$ cat src/rtl/data_modulate_kxk_controller_if.sv
// Handshake/status bundle between pixel source and the KxK window controller.
// err_o exists only when DATA_MODULATE_ERR_EN is defined.
interface data_modulate_kxk_controller_if #(
   parameter int IMG_W = 8,
   parameter int IMG_H = 6,
   parameter int CW    = $clog2(IMG_W),
   parameter int RW    = $clog2(IMG_H)
);
   logic          start_i;
   logic          valid_i;
   logic          done_i;
   logic          start_o;
   logic          valid_o;
   logic          flush_o;
   logic          done_o;
   logic          busy_o;
   logic [CW-1:0] col_o;
   logic [RW-1:0] row_o;
`ifdef DATA_MODULATE_ERR_EN
   logic          err_o;
`endif

   // master = pixel source side, slave = controller side
   modport master (
      output start_i, valid_i, done_i,
`ifdef DATA_MODULATE_ERR_EN
      input  err_o,
`endif
      input  start_o, valid_o, flush_o, done_o, busy_o, col_o, row_o
   );

   modport slave (
      input  start_i, valid_i, done_i,
`ifdef DATA_MODULATE_ERR_EN
      output err_o,
`endif
      output start_o, valid_o, flush_o, done_o, busy_o, col_o, row_o
   );
endinterface

$ cat src/rtl/data_modulate_kxk_controller.sv
// Frame/window controller for the KxK sliding-window path: tracks col/row, flags full windows,
// flushes K-1 cycles after frame end, then pulses done. Optional `DATA_MODULATE_ERR_EN adds err_o.
module data_modulate_kxk_controller #(
   parameter int K     = 5,
   parameter int IMG_W = 8,
   parameter int IMG_H = 6,
   parameter int CW    = $clog2(IMG_W),
   parameter int RW    = $clog2(IMG_H)
) (
   input  logic clk,
   input  logic rst,
   data_modulate_kxk_controller_if.slave bus
);
   localparam int FW = $clog2(K);
   localparam logic [CW-1:0] COL_LAST   = CW'(IMG_W - 1);
   localparam logic [CW-1:0] COL_WIN    = CW'(K - 1);
   localparam logic [RW-1:0] ROW_LAST   = RW'(IMG_H - 1);
   localparam logic [RW-1:0] ROW_WIN    = RW'(K - 1);
   localparam logic [FW-1:0] FLUSH_LAST = FW'(K - 2);

   typedef enum logic [2:0] {S_IDLE, S_FILL, S_RUN, S_FLUSH, S_DONE} state_t;

   state_t        state_q, state_d;
   logic [CW-1:0] col_q, col_d;
   logic [RW-1:0] row_q, row_d;
   logic [FW-1:0] fcnt_q, fcnt_d;
   logic          start_q, start_d;
   logic          valid_q, valid_d;
   logic          done_q, done_d;
   logic          win_hit;

`ifdef DATA_MODULATE_ERR_EN
   localparam int PW = $clog2(IMG_W * IMG_H + 1) + 1;
   localparam logic [PW-1:0] PIX_TOTAL = PW'(IMG_W * IMG_H);
   logic [PW-1:0] pix_q, pix_d;
   logic          err_q, err_d;
`endif

   // Window test uses the position of the pixel being accepted, before the counters advance.
   assign win_hit = (row_q >= ROW_WIN) && (col_q >= COL_WIN);

   always_comb begin
      state_d = state_q;
      col_d   = col_q;
      row_d   = row_q;
      fcnt_d  = fcnt_q;
      start_d = 1'b0;
      valid_d = 1'b0;
      done_d  = done_q;
`ifdef DATA_MODULATE_ERR_EN
      pix_d   = pix_q;
      err_d   = err_q;
`endif
      case (state_q)
         S_IDLE: begin
            if (bus.start_i) begin
               state_d = S_FILL;
               col_d   = '0;
               row_d   = '0;
               fcnt_d  = '0;
               start_d = 1'b1;
               done_d  = 1'b0;
`ifdef DATA_MODULATE_ERR_EN
               pix_d   = '0;
               err_d   = 1'b0;
`endif
            end
         end
         S_FILL, S_RUN: begin
            if (bus.valid_i) begin
               valid_d = win_hit;
               if (col_q == COL_LAST) begin
                  col_d = '0;
                  if (row_q != ROW_LAST) row_d = row_q + RW'(1);
               end else begin
                  col_d = col_q + CW'(1);
               end
               if (state_q == S_FILL && win_hit) state_d = S_RUN;
`ifdef DATA_MODULATE_ERR_EN
               if (pix_q != '1) pix_d = pix_q + PW'(1);
`endif
            end
            // A pixel arriving with done_i is already folded into col/row/pix above.
            if (bus.done_i) begin
               state_d = S_FLUSH;
               fcnt_d  = '0;
`ifdef DATA_MODULATE_ERR_EN
               if (pix_d != PIX_TOTAL) err_d = 1'b1;
`endif
            end
         end
         S_FLUSH: begin
            if (fcnt_q == FLUSH_LAST) state_d = S_DONE;
            else                      fcnt_d  = fcnt_q + FW'(1);
         end
         S_DONE: begin
            state_d = S_IDLE;
            done_d  = 1'b1;
         end
         default: state_d = S_IDLE;
      endcase
   end

   always_ff @(posedge clk or negedge rst) begin
      if (!rst) begin
         state_q <= S_IDLE;
         col_q   <= '0;
         row_q   <= '0;
         fcnt_q  <= '0;
         start_q <= 1'b0;
         valid_q <= 1'b0;
         done_q  <= 1'b0;
`ifdef DATA_MODULATE_ERR_EN
         pix_q   <= '0;
         err_q   <= 1'b0;
`endif
      end else begin
         state_q <= state_d;
         col_q   <= col_d;
         row_q   <= row_d;
         fcnt_q  <= fcnt_d;
         start_q <= start_d;
         valid_q <= valid_d;
         done_q  <= done_d;
`ifdef DATA_MODULATE_ERR_EN
         pix_q   <= pix_d;
         err_q   <= err_d;
`endif
      end
   end

   assign bus.start_o = start_q;
   assign bus.valid_o = valid_q;
   assign bus.flush_o = (state_q == S_FLUSH);
   assign bus.done_o  = (state_q == S_DONE) && !done_q;
   assign bus.busy_o  = (state_q != S_IDLE);
   assign bus.col_o   = col_q;
   assign bus.row_o   = row_q;
`ifdef DATA_MODULATE_ERR_EN
   assign bus.err_o   = err_q;
`endif
endmodule

$ cat src/flat_wrapper.sv
// flat-port wrapper written by rule: the top's interface ports become plain ports
module data_modulate_kxk_controller_flat 
#(
   parameter int K     = 5,
   parameter int IMG_W = 8,
   parameter int IMG_H = 6,
   parameter int CW    = $clog2(IMG_W),
   parameter int RW    = $clog2(IMG_H)
)
  (clk, rst, bus_start_i, bus_valid_i, bus_done_i, bus_start_o, bus_valid_o, bus_flush_o, bus_done_o, bus_busy_o, bus_col_o, bus_row_o);
  data_modulate_kxk_controller_if #(.IMG_W(IMG_W), .IMG_H(IMG_H), .CW(CW), .RW(RW)) bus_i ();
  input  logic clk;
  input  logic rst;
  input wire logic [$bits(bus_i.start_i)-1:0] bus_start_i;
  input wire logic [$bits(bus_i.valid_i)-1:0] bus_valid_i;
  input wire logic [$bits(bus_i.done_i)-1:0] bus_done_i;
  output wire logic [$bits(bus_i.start_o)-1:0] bus_start_o;
  output wire logic [$bits(bus_i.valid_o)-1:0] bus_valid_o;
  output wire logic [$bits(bus_i.flush_o)-1:0] bus_flush_o;
  output wire logic [$bits(bus_i.done_o)-1:0] bus_done_o;
  output wire logic [$bits(bus_i.busy_o)-1:0] bus_busy_o;
  output wire logic [$bits(bus_i.col_o)-1:0] bus_col_o;
  output wire logic [$bits(bus_i.row_o)-1:0] bus_row_o;
  assign bus_i.start_i = bus_start_i;
  assign bus_i.valid_i = bus_valid_i;
  assign bus_i.done_i = bus_done_i;
  assign bus_start_o = bus_i.start_o;
  assign bus_valid_o = bus_i.valid_o;
  assign bus_flush_o = bus_i.flush_o;
  assign bus_done_o = bus_i.done_o;
  assign bus_busy_o = bus_i.busy_o;
  assign bus_col_o = bus_i.col_o;
  assign bus_row_o = bus_i.row_o;
  data_modulate_kxk_controller #(.K(K), .IMG_W(IMG_W), .IMG_H(IMG_H), .CW(CW), .RW(RW)) u_core (.clk(clk), .rst(rst), .bus(bus_i));
endmodule
$ cat config.mk
export PLATFORM = sky130hd
export DESIGN_NAME = data_modulate_kxk_controller_flat
export DESIGN_NICKNAME = d
export VERILOG_FILES = /design/src/rtl/data_modulate_kxk_controller_if.sv /design/src/rtl/data_modulate_kxk_controller.sv /design/src/flat_wrapper.sv
export SDC_FILE = /design/constraint.sdc
export NUM_CORES = 1
export LEC_CHECK = 0
export ABC_AREA = 1
export CAP_MARGIN = 10
export CORE_UTILIZATION = 45
export DETAILED_ROUTE_END_ITERATION = 12
export PLACE_DENSITY = 0.71
export SYNTH_ARGS = -nofsm -noshare
export SYNTH_HDL_FRONTEND = slang
export SYNTH_SLANG_ARGS = --single-unit
$ cat constraint.sdc
create_clock -name clk -period 2.2 [get_ports clk]
set_input_delay 0.44 -clock clk [delete_from_list [all_inputs] [get_ports clk]]
set_output_delay 0.44 -clock clk [all_outputs]
set_load 0.02 [all_outputs]
# Word level (Yosys, flattened, before mapping)
# Cells that the tools add are included.
[word_totals] ram_bits=0 mem_bits_ro=0 register_bits=15 word_cells=66 inputBits=5 memories=0 latch_bits=0
[classes] n_reduce_logical=15 addsub=3 shift=0 mul=0 muxes=23 div_mod_pow=0 magnitude_cmp=2 bitwise=0 n_eq_ne=16
[op_table] op="$mux 3" n=13
[op_table] op="$pmux 3 s3" n=2
[op_table] op="$pmux 3 s2" n=2
[op_table] op="$add 3x1->3 const B" n=3
[op_table] op="$eq 3x2->1 const B" n=3
[op_table] op="$ne 2x2->1 const B" n=4
[op_table] op="$reduce_and 4->1" n=2
[op_table] op="$eq 3x3->1 const B" n=2
[op_table] op="$ge 3x3->1 const B" n=2
[op_table] op="$ne 2x1->1 const B" n=3
[op_table] op="$ne 3x3->1 const B" n=2
[op_table] op="$reduce_bool 3->1" n=2
[op_table] op="$mux 1" n=5
[op_table] op="$reduce_and 5->1" n=1
[op_table] op="$reduce_bool 2->1" n=2
[op_table] op="$eq 3x1->1 const B" n=1
[op_table] op="$logic_and 1x1->1" n=3
[op_table] op="$logic_not 3->1" n=1
[op_table] op="$ne 3x2->1 const B" n=1
[op_table] op="$reduce_and 3->1" n=1
[op_table] op="$pmux 1 s2" n=1
[op_table] op="$reduce_and 2->1" n=1
[op_table] op="$reduce_or 2->1" n=1
[op_table] op="$logic_not 1->1" n=1

# Depth between registers and ports, before layout
# Gate-level depths: netlist of run 1.
[logic_depth] depth_word=7 depth_mapped=9

# Worst setup path after synthesis of run 1
# Ideal clock, no wire load.
[synth_path] path_kind="reg-to-output" from="reg u_core.state_q[1]" to="out bus_done_o" path_buffers=0 t_arrival_ps=980 stages_incl_launch_ff=4 setup_slack_ps=780 cell_sequence="dfrtp_1 nor2_4 nand2_1 nor2_1"
[synth_between] elab_chain_len=2
[synth_lines] element="start, declared" line_no="data_modulate_kxk_controller.sv:23" text="state_t state_q, state_d;"
[synth_lines] element="start signal, assigned" line_no="data_modulate_kxk_controller.sv:118" text="state_q <= state_d;"
[synth_lines] element="$eq 3x3->1" line_no="data_modulate_kxk_controller.sv:135" text="assign bus.done_o = (state_q == S_DONE) && !done_q;"
[synth_lines] element="$logic_and 1x1->1" line_no="data_modulate_kxk_controller.sv:135"
[synth_lines] element="end, declared" line_no="flat_wrapper.sv:20" text="output wire logic [$bits(bus_i.done_o)-1:0] bus_done_o;"
# No other way between the ends.

# Worst setup path in the final report of run 1
[layout_path] from="reg u_core.state_q[1]" to="out bus_busy_o"
[layout_between] elab_chain_len=1
[layout_lines] element="$reduce_bool 3->1" line_no="data_modulate_kxk_controller.sv:136" text="assign bus.busy_o = (state_q != S_IDLE);"
[layout_lines] element="end, declared" line_no="flat_wrapper.sv:21" text="output wire logic [$bits(bus_i.busy_o)-1:0] bus_busy_o;"
# No other way between the ends.

==> results of run 1 <==
-- cell type report --
cell class,count,share of cell area [%]
inverters,12,4.40
clock buffers,4,2.43
repair buffers,15,14.1
well taps,25,2.89
flip-flops and latches,15,34.7
multi-input cells,78,41.4
-- cell usage after synthesis, drive strengths merged --
cell	count
nor3	2
inv	12
nand4	1
nor2	13
ha	6
nand3	10
xnor2	1
o21ai	6
nand2	38
or2	1
dfrtp	15
-- power groups by stage --
stage	logic (µW)	registers [µW]	clock network [µW]
CTS	890	459	168
global route	992	474	179
detailed placement	885	464	0
finish	885	461	158
global placement	880	461	0
floorplan	607	498	0
-- worst max path at each step --
stage,startpoint,end,slack [ps],cells after the start
2_1_floorplan,u_core.state_q[1],bus_done_o,780,3
3_3_place_gp,u_core.state_q[1],bus_done_o,370,4
3_5_place_dp,u_core.state_q[1],bus_done_o,340,4
4_1_cts,u_core.state_q[1],bus_done_o,20,4
6_report,u_core.state_q[1],bus_busy_o,120,3
5_1_grt,u_core.state_q[0],bus_flush_o,50,3
-- stage by stage --
step	worst slack, ps	instances	power (µW)	hold slack, ps
after floorplan	780	105	1100	144
after global placement	370	145	1340	459
after detailed placement	343	145	1350	477
after CTS	18.5	149	1520	502
after global routing	53.2	149	1650	536
final	125	149	1500	494
-- flip-flops by register name, indices dropped and copies added, names as in the netlist --
signal	flops
u_core.bus.valid_o	1
u_core.bus.start_o	1
u_core.fcnt_q	3
u_core.bus.row_o	3
u_core.state_q	3
u_core.bus.col_o	3
u_core.done_q	1
-- cells by family (layout without fill, tap and decap cells) --
kind of cell	Yosys count	count (layout)	share of synthesized area [%]
AOI/OAI and AO/OA	6	6	3.45
xor gates and xnor gates	1	1	1.01
adders and majority gates	6	6	8.62
buffers and inverters	12	31	5.46
DFF	15	15	43.1
and+or+nand+nor	65	65	38.4
-- metal layers --
metal  vias to the layer above  global-route usage [%]  wire [µm]  share of wire (%)
met3                         2                    2.38         65                4.2
met2                        15                    25.4        692                 45
met5                         -                       0          0                  0
met1                       314                    24.9        786                 51
li1                        375                       -          -                  -
met4                         0                    8.82         12               0.77
-- worst reg2reg max path: stages, from the launching register on --
cell                      delay, ps
sky130_fd_sc_hd__dfrtp_1        460
sky130_fd_sc_hd__o21ai_0        390
sky130_fd_sc_hd__nand3_4        160
sky130_fd_sc_hd__inv_4          110
sky130_fd_sc_hd__nand2_4         50
sky130_fd_sc_hd__nand2_1         50
sky130_fd_sc_hd__nand2_1         60
-- repair_timing --
item | in CTS | in global routing
hold endpoints to repair | 0 | 0
gates resized for setup | 0 | 1
endpoints found under the setup margin | 0 | 1
==> metrics.txt, run 1 <==
status finished clean; Filler Cell Count 168; Finished Cell Area 1080 µm²; area used by sequential logic in the layout 375 µm²; combinational fraction of design power 58.8%; Worst-path clk slew 90 ps; post-synthesis cell area 871 µm²; Die Height 46.0 µm; first-pass GRT wire length 2.60 mm; final hold violation count 0; number of buffers inserted to repair setup after CTS 0; slowest library cell on the worst path sky130_fd_sc_hd__clkdlybuf4s50_1; type of the tightest min-delay check reg -> reg; dominant cells by area after synthesis sky130_fd_sc_hd__dfrtp_1, sky130_fd_sc_hd__nand2_1, sky130_fd_sc_hd__ha_1, sky130_fd_sc_hd__nand2_2, sky130_fd_sc_hd__nor2_1; max-slew headroom at the worst pin 56.1%; cell count after synthesis 105; clock latency on the worst-skew pair 280 ps; # Max-Cap Violations 0; critical path's largest stage delay 550 ps; die footprint 2120 µm²; post-route minimum period 2080 ps; Tcrit/Tclk final 94.3%; TritonCTS clock tree built; reg2reg start u_core.state_q[1]; post-synthesis to final-layout area growth 24.1%; Placed Area 1050 µm²; H-tree levels 1; Clk network pwr share 10.5%; slew at the pin with the worst max-slew slack 656 ps; largest net degree at the start of global routing 16; endpoint of the worst hold path u_core.fcnt_q[1]; number of nets in the layout 136; effective utilization at floorplan 49.4%; area share of the largest cell type after synthesis 43.1%; maximum clock insertion buffer count 2; combined global-route utilization of all metal layers 17.4%; fraction of power consumed by sequential logic 30.6%; commonest non-fill, non-tap cells in the layout sky130_fd_sc_hd__nand2_1, sky130_fd_sc_hd__dfrtp_1, sky130_fd_sc_hd__clkdlybuf4s50_1, sky130_fd_sc_hd__nor2_1, sky130_fd_sc_hd__inv_1; number of warnings reported in the yosys synthesis log 0; Ant. Diodes 0; PD cells 1390 nW/µm²; area of the multi-input gates 448 µm²; Remaining DRCs 0; fraction of power spent switching nets 48.9%; critical path class reg -> out; required time at the worst-slack endpoint 1760 ps; static power due to leakage 0.000555 µW; standard-cell rows 15; sum of negative setup slack 0 ps; CTS Buf Count 3; endpoint of the worst-slack reg-to-reg timing path u_core.bus.row_o[2]; synthesized net count 116; drt via density 4.74; count of buffers from port buffering 15; endpoint class of the critical path output pin; drt wl/cell 10.4 µm; area leader, netlist sky130_fd_sc_hd__dfrtp_1; number of cell instances on the worst register-to-register path 6; Initial DRC Count 12; gr ovfl total 0; Boundary Pins 16; final setup violation count 0; CP top delay family buffers and inverters; Buf+Inv Stages, Crit Path 1; hold buffer count at CTS 0; internal power summed over all cells 769 µW; Hold Crit Depth 2; share of the yosys chip area belonging to registers 43.1%; weighted congestion reported at the end of routability-driven placement 0.791; Fin Clk Skew 5.49 ps; area of the placeable core 1760 µm²; vias post-DR 706; register-to-register setup slack 810 ps; setup repair after global routing missed its margin no; end-of-flow core utilization 61.3%; Peak Freq 0.482 GHz; width of the chip 46.0 µm; routed wire length 1.56 mm; Detail Route Antenna Nets 0; critical-path maximum fanout 5; Detailed Place HPWL 1.18 mm; vias in the first global route 634; cell chain of the critical path nor2_4 -> nand2_1 -> clkdlybuf4s50_1; most frequent standard cell in the layout excluding fill and tap cells sky130_fd_sc_hd__nand2_1; VDD IR-drop max 0.000810 V; start point of the worst min-delay path u_core.fcnt_q[1]; post-synth cell types 18; P_sw 736 µW; number of synthesized register bits 15; Mean Syn Cell Area 8.29 µm²; arrival time worst endpoint 1640 ps; DR pass1 iterations 4; fraction of layout instances using a drive strength above 1 16.9%; antenna violations before repair 0; CTS sink count 15; CP Launch Type flip-flop; library cell used as clock root buffer sky130_fd_sc_hd__clkbuf_4; Max Slew Vio Count 0
(Power assumes the default switching activity.)
==> run 2: changes to the inputs <==
--- a/config.mk
+++ b/config.mk
@@ -9,7 +9,9 @@
 export CAP_MARGIN = 10
 export CORE_UTILIZATION = 45
 export DETAILED_ROUTE_END_ITERATION = 12
+export HOLD_SLACK_MARGIN = 0.05
 export PLACE_DENSITY = 0.71
+export REMOVE_ABC_BUFFERS = 1
 export SYNTH_ARGS = -nofsm -noshare
 export SYNTH_HDL_FRONTEND = slang
 export SYNTH_SLANG_ARGS = --single-unit
==> constraint.sdc (replaced) <==
create_clock -name clk -period 2.3 [get_ports clk]
set_input_delay 0.46 -clock clk [delete_from_list [all_inputs] [get_ports clk]]
set_output_delay 0.46 -clock clk [all_outputs]
set_load 0.02 [all_outputs]
==> run 2 against run 1 <==
Against the previous run:
- die area is the same
- design area is 0.23% lower
- cell count did not move
- register-to-register slack improved by 100 ps
- routed wire length fell by 1.4%
- worst hold slack unchanged
- sequential power shrank 4.3%
- clock skew did not move
- highest routed layer unchanged
- via count down 0.28%
- global-route usage did not move
- sequential cell count unchanged
- combinational power shrank 4.3%
==> metrics.txt, run 2 (synthesis results as in run 1) <==
post-synthesis to final-layout area growth 23.9%; Critical Path Source u_core.state_q[1]; CTS Buf Count 3; # Max-Cap Violations 0; placed cell count 145; weighted congestion reported at the end of routability-driven placement 0.791; VDD IR-drop max 0.000776 V; area of the placeable core 1760 µm²; drt via density 4.72; hold buffer count at CTS 0; die footprint 2120 µm²; Post-CTS Resized 0; critical path class reg -> out; vias in the first global route 634; effective utilization at floorplan 49.4%; routed wire length 1.53 mm; Filler Cell Count 169; post-route minimum period 2190 ps; final setup violation count 0; PD cells 1330 nW/µm²; status finished clean; clock latency on the worst-skew pair 280 ps; Detailed Place HPWL 1.18 mm; static power due to leakage 0.000537 µW; DR pass1 iterations 4; Worst-path clk slew 90 ps; fraction of layout instances using a drive strength above 1 16.9%; first-pass GRT wire length 2.60 mm; TritonCTS clock tree built; area used by sequential logic in the layout 375 µm²; Remaining DRCs 0; slowest library cell on the worst path sky130_fd_sc_hd__clkdlybuf4s50_1; Tcrit/Tclk final 95.3%; non-filler cells in the finished layout 149; vias post-DR 704; critical path's largest stage delay 600 ps; slew at the pin with the worst max-slew slack 654 ps; Fin Clk Skew 5.49 ps; final hold slack 494 ps; type of the tightest min-delay check reg -> reg; cell chain of the critical path nor2_4 -> nand2_1 -> nor2_1 -> clkdlybuf4s50_1; required time at the worst-slack endpoint 1840 ps; combined global-route utilization of all metal layers 17.4%; Ant. Diodes 0; count of buffers from port buffering 15; sum of negative setup slack 0 ps; standard-cell rows 15; Boundary Pins 16; Detail Route Antenna Nets 0; Die Height 46.0 µm; endpoint class of the critical path output pin; reg2reg start u_core.state_q[1]; total power of the final layout 1440 µW; Buf+Inv Stages, Crit Path 1; library cell used as clock root buffer sky130_fd_sc_hd__clkbuf_4; Max Slew Vio Count 0; arrival time worst endpoint 1730 ps; Peak Freq 0.456 GHz; setup repair after global routing missed its margin no; commonest non-fill, non-tap cells in the layout sky130_fd_sc_hd__nand2_1, sky130_fd_sc_hd__clkdlybuf4s50_1, sky130_fd_sc_hd__dfrtp_1, sky130_fd_sc_hd__nor2_1, sky130_fd_sc_hd__inv_1; CP top delay family buffers and inverters; CTS sink count 15; number of nets in the layout 136; most frequent standard cell in the layout excluding fill and tap cells sky130_fd_sc_hd__nand2_1; maximum clock insertion buffer count 2; width of the chip 46.0 µm; Initial DRC Count 12; largest net degree at the start of global routing 16; final hold violation count 0; drt wl/cell 10.3 µm; antenna violations before repair 0; CP Launch Type flip-flop; start point of the worst min-delay path u_core.fcnt_q[1]; number of buffers inserted to repair setup after CTS 0; gr ovfl total 0; H-tree levels 1; critical-path maximum fanout 5; area of the multi-input gates 448 µm²; max-slew headroom at the worst pin 56.3%
==> run 2: final timing paths <==
check | slack, ps | endpoint | cells past startpoint
worst max-delay path | 110 | bus_done_o | 4
worst min-delay path | 490 | u_core.fcnt_q[1] | 2
worst max register to register | 910 | u_core.bus.row_o[2] | 6
worst min register to register | 490 | u_core.fcnt_q[1] | 2
max in group asynchronous | 1310 | u_core.bus.col_o[0] | 1
min in group asynchronous | 570 | u_core.state_q[2] | 1
==> run 2: cell type report <==
| cell class | instances | area share, % |
|---|---|---|
| clock buffer | 4 | 2.44 |
| inverter | 12 | 4.41 |
| multi-input combinational | 78 | 41.5 |
| sequential | 15 | 34.8 |
| tap | 25 | 2.90 |
| timing repair buffer | 15 | 13.9 |
==> run 2: per-stage QoR <==
step | worst slack [ps] | instance area (µm²) | utilization, %
6_report | 108 | 1080 | 61.1
5_1_grt | 12.2 | 1080 | 61.1
4_1_cts | 98.5 | 1080 | 61.1
3_5_place_dp | 423 | 1050 | 59.6
3_3_place_gp | 450 | 1050 | 59.6
2_1_floorplan | 860 | 871 | -
==> run 2: power breakdown <==
group / switching, µW / internal, µW / total (µW)
clock: 84.1 / 67.2 / 151
sequential: 92.5 / 349 / 441
combinational: 527 / 320 / 847
==> run 2: per-layer routing <==
metal / global-route usage [%] / share of wire (%) / routed length, µm
met1: 24.9 / 51 / 790
met2: 25.4 / 44 / 670
met3: 2.38 / 3.9 / 60
met4: 8.82 / 0.78 / 12
met5: 0 / 0 / 0
==> run 2: worst register-to-register path: cells and delay by family, from the launching register on <==
kind	cells	cell delay [ps]
compound gates	1	390
flops	1	460
buf+inv	1	110
simple gates	4	320
==> run 3: changes to the inputs <==
--- a/config.mk
+++ b/config.mk
@@ -6,11 +6,12 @@
 export NUM_CORES = 1
 export LEC_CHECK = 0
 export ABC_AREA = 1
-export CAP_MARGIN = 10
+export CAP_MARGIN = 20
 export CORE_UTILIZATION = 45
 export DETAILED_ROUTE_END_ITERATION = 12
 export HOLD_SLACK_MARGIN = 0.05
 export PLACE_DENSITY = 0.71
+export RECOVER_POWER = 25
 export REMOVE_ABC_BUFFERS = 1
 export SYNTH_ARGS = -nofsm -noshare
 export SYNTH_HDL_FRONTEND = slang
==> run 3 against run 2 <==
Against the previous run:
- via count unchanged
- total power about the same
- sequential share of layout area unchanged
==> metrics.txt, run 3 (synthesis results as in run 1) <==
post-route minimum period 2190 ps; commonest non-fill, non-tap cells in the layout sky130_fd_sc_hd__nand2_1, sky130_fd_sc_hd__dfrtp_1, sky130_fd_sc_hd__clkdlybuf4s50_1, sky130_fd_sc_hd__nor2_1, sky130_fd_sc_hd__inv_1; standard-cell rows 15; Finished Cell Area 1080 µm²; PD cells 1330 nW/µm²; CTS Buf Count 3; Fin Clk Skew 5.49 ps; static power due to leakage 0.000537 µW; hold buffer count at CTS 0; reg2reg start u_core.state_q[1]; final hold violation count 0; Initial DRC Count 12; vias post-DR 704; critical-path maximum fanout 5; die footprint 2120 µm²; fraction of layout instances using a drive strength above 1 16.9%; endpoint class of the critical path output pin; slew at the pin with the worst max-slew slack 660 ps; Filler Cell Count 169; CP Launch Type flip-flop; Detailed Place HPWL 1.18 mm; width of the chip 46.0 µm; H-tree levels 1; CTS sink count 15; total power of the final layout 1440 µW; register-to-register setup slack 910 ps; type of the tightest min-delay check reg -> reg; number of nets in the layout 136; max-slew headroom at the worst pin 55.9%; weighted congestion reported at the end of routability-driven placement 0.791; Max Slew Vio Count 0; start point of the worst min-delay path u_core.fcnt_q[1]; clock latency on the worst-skew pair 280 ps; antenna violations before repair 0; Ant. Diodes 0; Boundary Pins 16; count of buffers from port buffering 15; Detail Route Antenna Nets 0; endpoint of the worst hold path u_core.fcnt_q[1]; Post-CTS Resized 0; Hold Crit Depth 2; # Max-Cap Violations 0; Die Height 46.0 µm; endpoint of the worst-slack reg-to-reg timing path u_core.bus.row_o[2]; post-synthesis to final-layout area growth 23.9%; maximum clock insertion buffer count 2; TritonCTS clock tree built; status finished clean; Worst-path clk slew 90 ps; area of the placeable core 1760 µm²; DR pass1 iterations 4; gr ovfl total 0; required time at the worst-slack endpoint 1840 ps; vias in the first global route 634; Placed Area 1050 µm²; Remaining DRCs 0; sum of negative setup slack 0 ps; drt wl/cell 10.3 µm; number of buffers inserted to repair setup after CTS 0; VDD IR-drop max 0.000776 V; number of cell instances on the worst register-to-register path 6; critical path class reg -> out; end-of-flow core utilization 61.1%; combined global-route utilization of all metal layers 17.4%; Peak Freq 0.456 GHz; arrival time worst endpoint 1730 ps; effective utilization at floorplan 49.4%; setup repair after global routing missed its margin no; routed wire length 1.53 mm; library cell used as clock root buffer sky130_fd_sc_hd__clkbuf_4; final setup violation count 0; drt via density 4.72; largest net degree at the start of global routing 16; most frequent standard cell in the layout excluding fill and tap cells sky130_fd_sc_hd__nand2_1; Tcrit/Tclk final 95.3%; first-pass GRT wire length 2.60 mm
run 3: cell count changes in the layout (fill, tap and decap cells not counted), sizes merged:
cell and change:
clkdlybuf4s50 -1, dlygate4sd3 +1
run 3: cell type report:
class,instances,area [µm²],share of cell area [%]
clock buffer,4,26.3,2.44
inverter,12,47.5,4.41
multi-input combinational,78,448,41.5
sequential,15,375,34.8
tap,25,31.3,2.90
timing repair buffer,15,150,13.9
run 3: critical path, stage by stage, from the launching register on:
cell and delay [ps]:
sky130_fd_sc_hd__dfrtp_1 460, sky130_fd_sc_hd__nor2_4 210, sky130_fd_sc_hd__nand2_1 90, sky130_fd_sc_hd__nor2_1 90, sky130_fd_sc_hd__clkdlybuf4s50_1 600
run 3: metal layers:
layer | wire length (µm) | global-route usage [%] | vias up
li1 | - | - | 375
met1 | 790 | 24.9 | 312
met2 | 671 | 25.4 | 15
met3 | 59 | 2.38 | 2
met4 | 12 | 8.82 | 0
met5 | 0 | 0 | -
run 3: how the worst max path moves through the flow:
stage,start,endpoint,slack (ps),depth (start not counted)
after floorplan,u_core.state_q[1],bus_done_o,860,3
after global placement,u_core.state_q[1],bus_done_o,450,4
after detailed placement,u_core.state_q[1],bus_done_o,420,4
after CTS,u_core.state_q[1],bus_done_o,100,4
after global routing,u_core.state_q[1],bus_done_o,10,4
final,u_core.state_q[1],bus_done_o,110,4
run 3: where the power goes:
group | leakage, µW | total, µW | switching (µW) | internal (µW)
clock network | 0.0000150 | 151 | 84.1 | 67.2
registers | 0.000199 | 441 | 92.5 | 349
logic | 0.000324 | 846 | 527 | 320
run 3: metrics by stage:
stage	std cells	setup slack, ps	hold WS (ps)
final	149	108	494
after global routing	149	12.2	536
after CTS	149	98.5	502
after detailed placement	145	423	477
after global placement	145	450	459
after floorplan	105	860	164
==> RTL edit: new RTL, config.mk and constraints of run 3 <==
`K` is set to 5 in 2 places; all go to 10.
--- a/src/rtl/data_modulate_kxk_controller.sv
+++ b/src/rtl/data_modulate_kxk_controller.sv
@@ -1,7 +1,7 @@
 // Frame/window controller for the KxK sliding-window path: tracks col/row, flags full windows,
 // flushes K-1 cycles after frame end, then pulses done. Optional `DATA_MODULATE_ERR_EN adds err_o.
 module data_modulate_kxk_controller #(
-   parameter int K     = 5,
+   parameter int K     = 10,
    parameter int IMG_W = 8,
    parameter int IMG_H = 6,
    parameter int CW    = $clog2(IMG_W),
--- a/src/flat_wrapper.sv
+++ b/src/flat_wrapper.sv
@@ -1,7 +1,7 @@
 // flat-port wrapper written by rule: the top's interface ports become plain ports
 module data_modulate_kxk_controller_flat 
 #(
-   parameter int K     = 5,
+   parameter int K     = 10,
    parameter int IMG_W = 8,
    parameter int IMG_H = 6,
    parameter int CW    = $clog2(IMG_W),
Check against the original RTL: not equivalent (a bounded check fails within 10 cycles, from zero or initial values and one cycle with rst low).
==> RTL edit against run 3 <==
- sequential cell count grew 1
- wire length up 28%
- synthesized area up 16%
- utilization shrank 0.86 points
- cell area rose by 13%
- worst setup slack got worse by 13 ps
- critical path depth unchanged
- count of clock-buffer cells in the layout is the same
- power up 5.8%
- sequential power up 8.6%
- largest cell class unchanged
==> RTL edit: results (changes against run 3) <==
Outcome
  – Status: finished, final reports clean (unchanged)

Route
  – Met2 WL: 908 um (was 671 um)
  – DR iter-0 viols: 17 (was 12)
  – M1 wire length: 954 um (was 790 um)
  – Routed wl met3: 76 um (was 59 um)
  – Via count: 852 (was 704)
  – Mean routed wirelength per cell: 11.2 um (was 10.3 um)
  – Total wire length: 1970 um (was 1530 um)

Final layout
  – Diodes inserted: 0 (unchanged)
  – Fraction of final layout cells sized beyond drive strength 1: 10.1% (was 16.9%)
  – Nets: 161 (was 136)

CTS
  – H-tree levels: 1 (unchanged)
  – CTS Buf Count: 3 (unchanged)
  – Post-CTS Resized: 0 (unchanged)
  – Total setup buffers inserted after CTS: 0 (unchanged)

STA
  – Relative slew slack: 42.2% (was 55.9%)
  – Clock Skews: 4.74 ps (was 5.49 ps)

Place
  – Cells after DPL: 171 (was 145)
  – Final GP Congestion: 0.773 (was 0.791)
  – Dpl hpwl: 1510 um (was 1180 um)

Pwr
  – Leakage: 0.000654 uW (was 0.000537 uW)
  – Max VDD drop: 0.676 mV (was 0.776 mV)
  – Clock power frac: 12.5% (was 10.5%)
  – Internal: 802 uW (was 735 uW)
  – Comb pwr share: 56.0% (was 58.8%)

Logic synthesis
  – Post-synth cell types: 20 (was 18)
  – Sequential area share after synthesis: 39.8% (was 43.1%)
  – Cells taking the most area after synthesis: dfrtp_1, nand2_1, ha_1 (unchanged)
  – Post-Syn Area per Cell: 7.80 um^2 (was 8.29 um^2)
  – Synth cell count leaders: nand2_1, inv_1, dfrtp_1, nor2_1, nand3_1 (was nand2_1, dfrtp_1, nor2_1, inv_1)

Global route
  – Gr usage total: 17.9% (was 17.4%)
  – First-pass GRT wire length: 3290 um (was 2600 um)
  – Largest net degree at the start of global routing: 17 (was 16)
  – Vias in the first global route: 812 (was 634)

Critical path
  – Cell family with most CP delay: buffers and inverters (unchanged)
  – Reg2reg start: u_core.fcnt_q[0] (was u_core.state_q[1])
  – Worst r2r path cells: 9 (was 6)
  – Reg2reg setup slack: 890 ps (was 910 ps)
  – Capture point of the worst reg-to-reg path: u_core.state_q[0] (was u_core.bus.row_o[2])
-- RTL edit: changes by cell type in the layout (fill, tap and decap cells not counted), sizes merged --
cell and delta:
a21oi +2, and2 +1, clkbuf +1, dfrtp +1
ha +1, inv +7, nand2 -1, nand3 +5
nor2 +6, nor3 +1, o21ai -1, or2 -1
xor2 +2
-- RTL edit: layout make-up --
type	instances	area, um^2
Clock buffer	4	36.3
Fill cell	187	803
Inverter	19	71.3
Multi-Input combinational cell	93	523
Sequential cell	16	400
Tap cell	27	33.8
Timing Repair Buffer	16	154
-- RTL edit: routing by layer --
layer	up-vias	GRT usage (%)
met3	4	4.05
li1	440	-
met2	22	28.8
met1	386	21.9
met4	0	9.80
met5	-	0
-- RTL edit: how the worst min path moves through the flow --
stage,from,endpoint,slack (ps),depth (start not counted)
final,u_core.fcnt_q[3],u_core.fcnt_q[3],550,2
after global routing,u_core.done_q,u_core.done_q,570,2
after CTS,rst,u_core.bus.start_o,490,2
after detailed placement,u_core.done_q,u_core.done_q,520,2
after global placement,u_core.done_q,u_core.done_q,500,2
after floorplan,rst,u_core.bus.col_o[0],160,0
-- RTL edit: logic make-up after synthesis --
| group | share of synthesized area [%] |
|---|---|
| AOI/OAI and AO/OA | 3.86 |
| xor gates and xnor gates | 2.61 |
| adders and majority gates | 8.71 |
| buffers and inverters | 8.21 |
| DFF | 39.8 |
| and+or+nand+nor | 36.8 |
-- RTL edit: stage by stage --
step           util (%)  cell area [um^2]  power (uW)  worst slack (ps)
6_report           60.3              1220        1520              95.1
5_1_grt            60.3              1220        1650              1.30
4_1_cts            60.5              1220        1530              94.3
3_5_place_dp       58.7              1190        1340               418
3_3_place_gp       58.7              1190        1310               438
2_1_floorplan         -               995        1070               847
